### config.mk
export PLATFORM = sky130hd
export DESIGN_NAME = unsigned_divider_flat
export DESIGN_NICKNAME = d
export VERILOG_FILES = /design/src/rtl/divider_pkg.sv /design/src/rtl/unsigned_divider_if.sv /design/src/rtl/udiv_core.sv /design/src/rtl/unsigned_divider.sv /design/src/flat_wrapper.sv
export SDC_FILE = /design/constraint.sdc
export NUM_CORES = 1
export LEC_CHECK = 0
export ABC_AREA = 1
export CORE_MARGIN = 1.5
export CORE_UTILIZATION = 40
export DETAILED_ROUTE_END_ITERATION = 8
export PLACE_DENSITY = 0.73
export REMOVE_ABC_BUFFERS = 1
export SLEW_MARGIN = 20
export SYNTH_ARGS = -nofsm -noshare
export SYNTH_HDL_FRONTEND = slang
export SYNTH_SLANG_ARGS = --single-unit
### constraint.sdc
create_clock -name clk -period 12.95 [get_ports clk]
set_input_delay 3.2375 -clock clk [delete_from_list [all_inputs] [get_ports clk]]
set_output_delay 3.2375 -clock clk [all_outputs]
set_load 0.01 [all_outputs]
### src/rtl/divider_pkg.sv
// rtl/divider_pkg.sv - shared widths, field positions and codes for the unsigned divider
package divider_pkg;

  // Operand/result width; the 8-bit pin frame holds exactly two fields.
  localparam int DW = 4;

  // Result code driven when the divisor is zero (Q = 4'hF, R = 4'hF).
  localparam logic [2*DW-1:0] DIV0_CODE = 8'hFF;

  // Input packing: dividend in the high nibble, divisor in the low nibble.
  localparam int A_MSB = 7;
  localparam int A_LSB = 4;
  localparam int B_MSB = 3;
  localparam int B_LSB = 0;

  // Output packing: quotient in the high nibble, remainder in the low nibble.
  localparam int Q_MSB = 7;
  localparam int Q_LSB = 4;
  localparam int R_MSB = 3;
  localparam int R_LSB = 0;

  typedef logic [DW-1:0]   nibble_t;
  typedef logic [2*DW-1:0] frame_t;

  // Core result bundle.
  typedef struct packed {
    nibble_t q;
    nibble_t r;
    logic    div0;
  } div_result_t;

  // Packs quotient and remainder into the output frame.
  function automatic frame_t pack_result(input nibble_t q, input nibble_t r);
    frame_t f;
    f = '0;
    f[Q_MSB:Q_LSB] = q;
    f[R_MSB:R_LSB] = r;
    return f;
  endfunction

  // Extracts the dividend from the input frame.
  function automatic nibble_t get_dividend(input frame_t f);
    return f[A_MSB:A_LSB];
  endfunction

  // Extracts the divisor from the input frame.
  function automatic nibble_t get_divisor(input frame_t f);
    return f[B_MSB:B_LSB];
  endfunction

endpackage

### src/rtl/unsigned_divider_if.sv
// rtl/unsigned_divider_if.sv - pin-frame bundle between the divider and its driver
interface unsigned_divider_if;
  import divider_pkg::*;

  logic   ena;
  frame_t ui_in;
  frame_t uo_out;
  frame_t uio_in;
  frame_t uio_out;
  frame_t uio_oe;

  // Driver side: supplies enable and operands, observes results.
  modport master (
    output ena,
    output ui_in,
    output uio_in,
    input  uo_out,
    input  uio_out,
    input  uio_oe
  );

  // Divider side.
  modport slave (
    input  ena,
    input  ui_in,
    input  uio_in,
    output uo_out,
    output uio_out,
    output uio_oe
  );

endinterface

### src/rtl/udiv_core.sv
// rtl/udiv_core.sv - combinational 4-stage restoring divider array
module udiv_core
  import divider_pkg::*;
(
  input  nibble_t a,
  input  nibble_t b,
  output nibble_t q,
  output nibble_t r,
  output logic    div0
);

  // Partial remainder carries one extra bit so the trial difference can
  // show a borrow in its top bit.
  logic [DW:0] part_rem;
  logic [DW:0] trial;
  nibble_t     q_bits;

  // One shift-and-trial-subtract per quotient bit, MSB first; restore on borrow.
  always_comb begin
    part_rem = '0;
    trial    = '0;
    q_bits   = '0;
    for (int i = DW - 1; i >= 0; i--) begin
      part_rem = {part_rem[DW-1:0], a[i]};
      trial    = part_rem - {1'b0, b};
      if (!trial[DW]) begin
        part_rem  = trial;
        q_bits[i] = 1'b1;
      end
    end
  end

  // The remainder is always below the divisor after the last stage, so its
  // top bit is zero and only the low DW bits are meaningful.
  assign q    = q_bits;
  assign r    = part_rem[DW-1:0];
  assign div0 = (b == '0);

  logic unused_rem_msb;
  assign unused_rem_msb = part_rem[DW];

endmodule

### src/rtl/unsigned_divider.sv
// rtl/unsigned_divider.sv - registered 4-bit unsigned divider in the pin frame
module unsigned_divider
  import divider_pkg::*;
(
  input logic               clk,
  input logic               rst,
  unsigned_divider_if.slave bus
);

  nibble_t core_q;
  nibble_t core_r;
  logic    core_div0;
  frame_t  next_result;
  frame_t  result_q;

  udiv_core u_core (
    .a    (get_dividend(bus.ui_in)),
    .b    (get_divisor(bus.ui_in)),
    .q    (core_q),
    .r    (core_r),
    .div0 (core_div0)
  );

  // Divide-by-zero overrides whatever the array produced.
  always_comb begin
    next_result = pack_result(core_q, core_r);
    if (core_div0) begin
      next_result = DIV0_CODE;
    end
  end

  // Output register: reset wins, otherwise load only while enabled.
  always_ff @(posedge clk) begin
    if (rst) begin
      result_q <= '0;
    end else if (bus.ena) begin
      result_q <= next_result;
    end
  end

  assign bus.uo_out  = result_q;
  assign bus.uio_out = '0;
  assign bus.uio_oe  = '0;

  logic unused_uio;
  assign unused_uio = ^bus.uio_in;

endmodule

### src/flat_wrapper.sv
// flat-port wrapper written by rule: the top's interface ports become plain ports
module unsigned_divider_flat import divider_pkg::*;
  (clk, rst, bus_ena, bus_ui_in, bus_uio_in, bus_uo_out, bus_uio_out, bus_uio_oe);
  unsigned_divider_if bus_i ();
  input logic clk;
  input logic rst;
  input wire logic [$bits(bus_i.ena)-1:0] bus_ena;
  input wire logic [$bits(bus_i.ui_in)-1:0] bus_ui_in;
  input wire logic [$bits(bus_i.uio_in)-1:0] bus_uio_in;
  output wire logic [$bits(bus_i.uo_out)-1:0] bus_uo_out;
  output wire logic [$bits(bus_i.uio_out)-1:0] bus_uio_out;
  output wire logic [$bits(bus_i.uio_oe)-1:0] bus_uio_oe;
  assign bus_i.ena = bus_ena;
  assign bus_i.ui_in = bus_ui_in;
  assign bus_i.uio_in = bus_uio_in;
  assign bus_uo_out = bus_i.uo_out;
  assign bus_uio_out = bus_i.uio_out;
  assign bus_uio_oe = bus_i.uio_oe;
  unsigned_divider u_core (.clk(clk), .rst(rst), .bus(bus_i));
endmodule
-- After elaboration in Yosys (flattened, before gate mapping)
Cells that the tools add are included.
- add/subtract/negate cells: 4
- multiplexer cells: 9
- reductions and logical operators: 1
- operators with widths (cell ; number):
    2-to-1 mux 4 bit ; 4
    subtractor 5 x 4 -> 5 bit ; 3
    2-to-1 mux 8 bit ; 1
    subtractor 1 x 4 -> 5 bit ; 1
    zero test 4 bit ; 1
    2-to-1 mux 1 bit ; 4
- register bits: 8
- output and inout bits: 24
- word-level logic and storage cells: 15

-- Depth between registers and ports, before layout
- depth in word-level cells: 9
- mapped depth: 34

-- Hierarchy
Synthesis repeated with hierarchy kept, for this count alone.
- cells, all modules: 188
- area total of the unflattened synthesis: 1297.5 µm²
- by module, submodules not included (module ; instances ; cells each ; area an instance (µm²) ; sequential area each (µm²)):
    udiv_core ; 1 ; 136 ; 899.6 ; 0.0
    unsigned_divider ; 1 ; 52 ; 397.9 ; 160.2

-- Worst setup path before layout
OpenSTA, ideal clock, no wires.
- kind: input port to flip-flop
- from: input bus_ui_in[7]
- to: register u_core.result_q[0] (netlist: u_core.bus.uo_out[0])
- setup time: 56 ps
- arrival time: 7291 ps
- required time: 12894 ps
- setup slack: 5604 ps
- stages on the path: 29
- path buffers: 0
- cell sequence: inv_1 ha_1 inv_1 ha_1 nand2_2 o21ai_1 inv_1 fa_1 inv_1 a21oi_1 nand2_1 nand2_2 or2_0 nand2_1 inv_1 fa_1 o21bai_1 a21o_1 nand3_1 nand2_2 o21ai_2 fa_1 a31oi_1 inv_1 nand3_1 nand3_1 nand3_1 nand2_1 inv_1
- cells in the longest elaborated chain, start to end: 9
- RTL lines (item ; line ; source):
    from (decl) ; flat_wrapper.sv:8 ; input wire logic [$bits(bus_i.ui_in)-1:0] bus_ui_in;
    subtractor 1 x 4 -> 5 bit ; udiv_core.sv:25 ; trial = part_rem - {1'b0, b};
    2-to-1 mux 4 bit * ; udiv_core.sv:26 ; if (!trial[DW]) begin
    subtractor 5 x 4 -> 5 bit ; udiv_core.sv:25 ;
    2-to-1 mux 4 bit * ; udiv_core.sv:26 ;
    subtractor 5 x 4 -> 5 bit ; udiv_core.sv:25 ;
    2-to-1 mux 4 bit * ; udiv_core.sv:26 ;
    subtractor 5 x 4 -> 5 bit * ; udiv_core.sv:25 ;
    2-to-1 mux 4 bit * ; udiv_core.sv:26 ;
    2-to-1 mux 8 bit * ; unsigned_divider.sv:27 ; if (core_div0) begin
    to (signal assigned) ; unsigned_divider.sv:37 ; result_q <= next_result;
    to (decl) ; unsigned_divider.sv:14 ; frame_t result_q;
Mark *: on every way between the ends. The rest lies on a longest branch, timed or not.
A chain may end at the register's enable or synchronous reset.

-- Worst setup path in the final report
- from: input bus_ui_in[0]
- to: register u_core.result_q[2] (netlist: u_core.bus.uo_out[2])
- cells in the longest elaborated chain, start to end: 9
- elaborated cells between the ends (all ways): 10
- classes of those cells: 4 x add/sub; 5 x mux; 1 x reduce/logical
- RTL lines (item ; line):
    subtractor 1 x 4 -> 5 bit ; udiv_core.sv:25
    2-to-1 mux 4 bit ; udiv_core.sv:26
    subtractor 5 x 4 -> 5 bit ; udiv_core.sv:25
    2-to-1 mux 4 bit ; udiv_core.sv:26
    subtractor 5 x 4 -> 5 bit ; udiv_core.sv:25
    2-to-1 mux 4 bit ; udiv_core.sv:26
    subtractor 5 x 4 -> 5 bit ; udiv_core.sv:25
    2-to-1 mux 4 bit ; udiv_core.sv:26
    2-to-1 mux 8 bit * ; unsigned_divider.sv:27
Marked as above.

==> reports/qor.csv <==
metric,value,unit
reg2reg_depth,2,
place_inst,235,
layoutNonFillerInstCount,238,
r2r_slack,12.31,ns
rsz0062_at_grt,no,
r2r-end,u_core.bus.uo_out[5]$_SDFFE_PP0P_,
drcViolationCount,6,
setup_viol,0,
largest_reg_flops,8,
die_w,58.2,um
synth_area,1220,um2
power_switching_share,45.4,%
status,"complete, but fails checks",
clock_skew,0,ns
power_density,106,nW/um2
seqCellArea,160,um2
grt_usage,15.1,%
ios,43,
core_area,2830,um2
areaGrowthSynthToFinish,14.6,%
dp_hpwl,2040,um
worstSetupEndpointType,register,
cts_made_buffers,3,
portBuffers,18,
clock_path_buffers,2,
switching_power,67.3,uW
worstReg2RegStart,u_core.bus.uo_out[5]$_SDFFE_PP0P_,
critPathKind,input pin to register,
grt-ovfl-total,0,
hold_viol,0,
setup_tns,0,ns
wl_per_cell,9.92,um
finalCriticalPeriod,8.28,ns
pwr-share-seq,20.6,%
num_antenna_cells,0,
slowest_stage,clkdlybuf4s50_1,
min_path_cells,2,
intPower,80.9,uW
p_comb_share,66.8,%
vias,1110,
setup_ws,4.67,ns
slowest_delay,0.65,ns
leakagePower,0.810,nW
fp.dieArea,3390,um2
holdBufCountCts,0,
clock_sinks,8,
cts_tree,yes,
fp-row-count,19,
max_freq,121,MHz
max_cap_violations,0,
clkPwrFrac,12.7,%
worst_path_most_repeated_cell,nand2_1,
grt_max_degree,10,
crit_required,13.15,ns
violations,design-rule violations,
ys_seq_elements,8,
cts_setup_buffers,0,
placement.setup.worst_slack,4.38,ns
layout_commonest_cell,inv_1,
final_nets,245,
crit_fanout,5,
syn_avg_cell_area,6.52,um2
p_total,148,uW
gp_congestion,0.805,
hold_end,u_core.bus.uo_out[4]$_SDFFE_PP0P_,
mostFrequentLayoutCells,"38 x inv_1, 34 x nand2_1, 25 x nand3_1",
initialDrtViolationCount,43,
ant_nets,0,
wirelength,2360,um
start_util,43.1,%
multiInputGateArea,853,um2
drive_above_1_share,7.25,%
cp-start-kind,input pin,
clock_latency,0.25,ns
ir_worst_vdd,0.0496,mV
drv_slew,0,
yosysSeqAreaShare,13.1,%
die_height,58.2,um
yosysWarnings,0,
cp.arrival,8.48,ns
cts_resized,0,
grt_pass1_wl,3960,um
ys_types,28,
path_clk_slew,0.05,ns
ctsHtreeMaxLevel,1,
drt-pass1-iter-count,6,
grt_pass1_vias,960,
fill_cells,300,
fin_crit_sh,63.9,%
netlist_instances,187,
cts-root-buf,clkbuf_4,
via_per_inst,4.66,
antenna_found_initial,0,
hold_class,register to register,
min_from,u_core.bus.uo_out[4]$_SDFFE_PP0P_,
final cells by class:
cell class / instances / share of cell area, %
Multi-Input combinational cell: 140 / 61.1
Inverter: 38 / 10.2
Timing Repair Buffer: 18 / 12.9
Clock buffer: 3 / 1.61
Tap cell: 31 / 2.78
Sequential cell: 8 / 11.5
logic make-up (layout without fill, tap and decap cells):
group | Yosys count | after routing | synth area share (%)
simple gates | 84 | 84 | 32.7
buf+inv | 55 | 59 | 21.8
fa+ha+maj | 17 | 17 | 19.3
compound gates | 17 | 17 | 9.13
flops | 8 | 8 | 13.1
xor+xnor | 5 | 5 | 3.59
other cells | 1 | 17 | 0.307
worst max-delay path: cells and delay by family:
family / cells / cell delay (ns)
AOI/OAI and AO/OA: 6 / 1.06
adders and majority gates: 5 / 1.61
buffers and inverters: 7 / 1.14
and+or+nand+nor: 14 / 1.43
routing by layer:
metal	part of all wire, %	routed length, um	GRT usage [%]
met4	0.38	9	2.66
met5	0	0	0
met3	4.5	106	4.46
met1	50	1190	19.9
met2	45	1060	24.8
per-stage QoR:
step                      utilization (%)  area (um2)  hold WS (ns)
final                                49.4        1400         0.484
after global routing                 49.4        1400         0.533
after CTS                            49.4        1400         0.485
after detailed placement             48.6        1380         0.472
after global placement               48.6        1380         0.470
after floorplan                         -        1160         0.516
power groups by stage:
stage | clock network (mW) | logic (mW) | registers, mW
floorplan | 0 | 0.0717 | 0.0330
global placement | 0 | 0.0970 | 0.0308
detailed placement | 0 | 0.0988 | 0.0311
CTS | 0.0194 | 0.0993 | 0.0305
global route | 0.0210 | 0.112 | 0.0308
finish | 0.0188 | 0.0990 | 0.0305
cell usage after synthesis:
cell	n	share of area (%)
dfxtp_1	8	13
clkbuf_1	1	0.31
nand3b_1	1	0.62
or2_0	1	0.51
inv_1	38	12
nor2_1	11	3.4
xor2_1	3	2.2
o221ai_1	3	2.2
nand2_1	34	10
o21ai_2	1	0.72
o21ai_1	2	0.82
o21ai_0	1	0.41
o21bai_1	1	0.62
nand2_2	6	3.1
buf_4	16	9.8
ha_1	14	14
conb_1	1	0.31
fa_1	3	4.9
nand3_1	25	10
o211ai_1	1	0.62
a21o_1	2	1.2
nor2_4	1	0.92
nand3_2	3	2.5
xnor2_1	2	1.4
a31oi_1	1	0.51
a21oi_1	5	2.1
nor4_1	1	0.51
nor2_2	1	0.51
worst max path at each step:
stage                            start                           endpoint  slack, ns  cells after the start
final                     bus_ui_in[0]  u_core.bus.uo_out[2]$_SDFFE_PP0P_       4.67                     32
after CTS                 bus_ui_in[1]  u_core.bus.uo_out[2]$_SDFFE_PP0P_       4.63                     31
after floorplan           bus_ui_in[7]  u_core.bus.uo_out[0]$_SDFFE_PP0P_       5.60                     29
after global routing      bus_ui_in[0]  u_core.bus.uo_out[2]$_SDFFE_PP0P_       4.16                     32
after global placement    bus_ui_in[1]  u_core.bus.uo_out[4]$_SDFFE_PP0P_       4.45                     28
after detailed placement  bus_ui_in[1]  u_core.bus.uo_out[2]$_SDFFE_PP0P_       4.38                     29
(Power assumes the default switching activity.)
